--- config.mk ---
export PLATFORM = sky130hd
export DESIGN_NAME = idex_skid_buffer
export DESIGN_NICKNAME = d
export VERILOG_FILES = /design/src/rtl/idex_skid_buffer.sv
export SDC_FILE = /design/constraint.sdc
export NUM_CORES = 1
export LEC_CHECK = 0
export BUFFER_PORTS_ARGS = -buffer_cell sky130_fd_sc_hd__buf_2
export CAP_MARGIN = 20
export CORE_MARGIN = 5
export CORE_UTILIZATION = 35
export DETAILED_ROUTE_END_ITERATION = 7
export SLEW_MARGIN = 10
export SYNTH_ARGS = -nofsm -noshare
export SYNTH_HDL_FRONTEND = slang
export SYNTH_SLANG_ARGS = --single-unit
--- constraint.sdc ---
create_clock -name clk -period 1.94 [get_ports clk]
set_clock_uncertainty 0.1 [all_clocks]
set_input_delay 0.388 -clock clk [delete_from_list [all_inputs] [get_ports clk]]
set_output_delay 0.388 -clock clk [all_outputs]
set_load 0.02 [all_outputs]
--- src/rtl/idex_skid_buffer.sv ---
// idex_skid_buffer: ID/EX stage register with valid/ready handshake, optional 2-entry skid, flush, bubble zeroing and stall counter
module idex_skid_buffer #(
  parameter int CTRL_W = 10,
  parameter int DATA_W = 32,
  parameter int REG_W  = 5,
  parameter int SKID   = 1,
  parameter int CNT_W  = 16
) (
  input  logic              clk,
  input  logic              rst,
  input  logic              flush,
  input  logic              in_valid,
  output logic              in_ready,
  input  logic [CTRL_W-1:0] in_ctrl,
  input  logic [DATA_W-1:0] in_dr1,
  input  logic [DATA_W-1:0] in_dr2,
  input  logic [DATA_W-1:0] in_signe,
  input  logic [REG_W-1:0]  in_ins1,
  input  logic [REG_W-1:0]  in_ins2,
  output logic              out_valid,
  input  logic              out_ready,
  output logic [CTRL_W-1:0] out_ctrl,
  output logic [DATA_W-1:0] out_dr1,
  output logic [DATA_W-1:0] out_dr2,
  output logic [DATA_W-1:0] out_signe,
  output logic [REG_W-1:0]  out_ins1,
  output logic [REG_W-1:0]  out_ins2,
  output logic [CNT_W-1:0]  stall_cnt
);
  localparam int W = CTRL_W + 3 * DATA_W + 2 * REG_W;
  logic [W-1:0]      in_word, main_q, skid_q;
  logic [CTRL_W-1:0] ctrl_q;
  logic              skid_v, in_xfer, out_xfer;
  assign in_word  = {in_ctrl, in_dr1, in_dr2, in_signe, in_ins1, in_ins2};
  assign {ctrl_q, out_dr1, out_dr2, out_signe, out_ins1, out_ins2} = main_q;
  // control is gated so an empty slot always presents a bubble to EX
  assign out_ctrl = out_valid ? ctrl_q : '0;
  assign in_ready = (SKID != 0) ? !skid_v : (!out_valid || out_ready);
  assign in_xfer  = in_valid && in_ready;
  assign out_xfer = out_valid && out_ready;
  always_ff @(posedge clk) begin
    if (rst) begin
      out_valid <= 1'b0;
      main_q    <= '0;
      skid_v    <= 1'b0;
      skid_q    <= '0;
    end else if (flush) begin
      out_valid <= 1'b0;
      skid_v    <= 1'b0;
    end else if (!out_valid || out_xfer) begin
      if (skid_v) begin
        main_q    <= skid_q;
        out_valid <= 1'b1;
        skid_v    <= 1'b0;
      end else begin
        out_valid <= in_xfer;
        if (in_xfer) main_q <= in_word;
      end
    end else if (SKID != 0 && in_xfer) begin
      skid_q <= in_word;
      skid_v <= 1'b1;
    end
  end
  always_ff @(posedge clk) begin
    if (rst) stall_cnt <= '0;
    else if (out_valid && !out_ready && stall_cnt != '1) stall_cnt <= stall_cnt + 1'b1;
  end
endmodule
==> metrics.yaml <==
outcome:
  result_of_the_run: "complete, no violations"
synth:
  post_synth_most_frequent_cells: "dfxtp_1, nand2_1, nor2_1, a21oi_1, a211oi_1"
  syn_nets: 1366
  yosys_top_cell_area_share: 0.463
  post_synth_inst_count: 1244
  yosysMostFrequentCell: "dfxtp_1"
  proportion_of_synthesized_chip_area_in_sequential_cells: 0.463
  postSynthAreaPerCell_um2: 8.68
  yosys_warnings: 0
  ys_async_sr_fraction: 0
  yosys_register_bits: 250
  postSynth.topFlopCell: "dfxtp_1"
  syn_area_mm2: 0.0108
  netlist_top_cells_area: "dfxtp_1, mux2i_1, nand2_1"
  synth_top_cell_by_area: "dfxtp_1"
  synth_cell_types: 41
  synth_enable_flop_cells: 0
critical_path:
  crit-reg2reg-capture: "main_q[81]"
  timing.critical_path.fanout_max: 12
  worst_setup_path_start_kind: "register"
  critPathArrivalTime_ns: 1.38
  r2r_start: "out_valid"
  start_point_of_the_critical_path: "out_valid"
  reg2reg_depth: 6
  setup.worst_path.end_class: "primary output"
  cp_data_required_time_ns: 1.45
  endpoint: "out_ctrl[0]"
  rrSetupSlack_ns: 0.16
  path_class: "register to primary output"
placement:
  worst_slack_placed_ns: -0.0231
  gp_congestion: 0.774
  post-dp-hpwl_mm: 18.0
  place.detailed.instances: 1735
  placement.io_buffers: 254
  postPlaceCellArea_mm2: 0.0118
detailed_routing:
  post_drt_via_cell_ratio: 4.80
  drtIter0Drc: 493
  drc: 0
  drt-wirelength-per-cell_um: 15.0
  wirelength_mm: 28.7
  postRouteAntennaNets: 0
  num_vias: 9179
  detailedRoute.firstPassIterationCount: 4
timing:
  final.min_clock_period_ns: 1.87
  grt_setup_unrepaired: "false"
  setup_viol_count_final: 0
  maxSlewHeadroom: 0.709
  tightest_slew_ns: 0.434
  final_max_slew_viol_count: 0
  finalHoldViolCount: 0
  max_freq_ghz: 0.536
  final_min_period_over_clock_period: 0.962
  fin_ws_ns: 0.0737
  hold_ws_ns: 0.180
  finalSetupTns_ns: 0
clock_tree:
  clk_pin_slew_worst_paths_ns: 0.06
  htree_num_levels: 1
  cts_root_buf: "clkbuf_16"
  numClockSinks: 250
  cts_made_buffers: 29
  clkLatencyLatePin_ns: 0.55
  tritoncts: "done"
  clockBufferDepth: 3
run:
  maxCapViolCount: 0
power:
  ir_drop_mv: 0.598
  pwr_density_cell_mw_per_mm2: 883
  leakage_nw: 5.39
global_routing:
  grt_max_degree: 64
  antenna_found_initial: 1
  groute.usage.overall: 0.158
  globalRoute.totalOverflow: 0
  global_route_wire_length_before_repair_mm: 45.3
  vias_in_the_first_global_route: 8812
floorplan:
  dieHeight_um: 186
  fp.coreArea_mm2: 0.0305
  dieArea_mm2: 0.0345
  horizontal_die_dimension_um: 186
  placementRows: 64
  design.portCount: 255
  initial_core_util: 0.354
min_path:
  min_path_type: "input pin to register"
  timing.hold.worst_path_depth: 3
layout:
  area_overhead_vs_synth_pct: 30.6
  fillCellCount: 2909
  nNetsFinal: 1613
  final_std_cells_w_o_fill: 1911
  layout-drive-gt1-share: 0.238
  post-route-cell-area_mm2: 0.0141
==> kinds of logic (layout without fill, tap and decap cells) <==
logic type,after synthesis,after routing,share of synthesized area
compound gates,257,257,0.151
fa+ha+maj,1,1,0.00116
buf+inv,203,473,0.114
flops,250,250,0.463
mux,119,119,0.111
other cells,0,1,0
simple gates,414,414,0.160
==> placed cells by master, fill, tap and decap left out, drive strengths merged, types with 4 or more instances in the layout <==
| cell type | n |
|---|---|
| and2 | 10 |
| dfxtp | 250 |
| nor4 | 6 |
| clkbuf | 40 |
| dlygate4sd3 | 117 |
| a21oi | 122 |
| buf | 295 |
| clkinv | 7 |
| bufinv | 4 |
| nor2 | 128 |
| nand3 | 7 |
| mux2i | 117 |
| inv | 6 |
| nor3 | 5 |
| nand4 | 5 |
| or4 | 4 |
| a211oi | 118 |
| nand2 | 238 |
==> what timing repair did <==
action                     in CTS  in global routing
resized for setup               1                  1
setup endpoints to repair       1                  5
pin swaps                       0                  1
cloned                          2                  0
hold endpoints to repair      118                  0
setup buffers                   0                  2
hold buffers                  117                  0
==> worst min-delay path by stage <==
stage / from / end / slack, ns
floorplan: skid_q[0] / skid_q[0] / 0.34
global placement: skid_q[63] / skid_q[63] / 0.34
detailed placement: skid_q[66] / skid_q[66] / 0.35
CTS: in_valid / skid_v / 0.16
global route: rst / stall_cnt[10] / 0.19
finish: in_valid / skid_v / 0.18
==> critical path, cell delays in order (launching register included) <==
cell	delay [ns]
dfxtp_1	0.36
buf_6	0.16
and2_1	0.15
buf_2	0.17
==> power by group <==
group	internal [mW]	switching (mW)	total, mW
registers	5.32	0.0997	5.42
logic	0.582	0.727	1.31
clock network	3.51	2.22	5.73
total	9.42	3.04	12.5
==> registers in the layout, summed over array words and instances (netlist names) <==
name	flops
out_valid	1
skid_q	116
skid_v	1
main_q	116
stall_cnt	16
==> layer usage <==
| layer | share of wire | GRT usage |
|---|---|---|
| met5 | 0 | 0 |
| met4 | 0.032 | 0.0510 |
| met3 | 0.055 | 0.0303 |
| met2 | 0.47 | 0.273 |
| met1 | 0.44 | 0.199 |
==> per-stage QoR <==
stage / util / total power [mW]
floorplan: - / 6.39
global placement: 0.388 / 6.64
detailed placement: 0.388 / 6.66
CTS: 0.462 / 12.7
global route: 0.462 / 13.0
finish: 0.462 / 12.5
==> cell type report <==
class	instances	area, um2	area share
antenna	1	2.50	0.000177
clock buffer	39	823	0.0584
clock inverter	15	195	0.0138
inverter	4	15.0	0.00106
multi-input combinational	791	4580	0.325
sequential	250	5010	0.355
tap	396	495	0.0351
timing repair buffer	415	2980	0.211
Power figures use the tool's default switching activity.
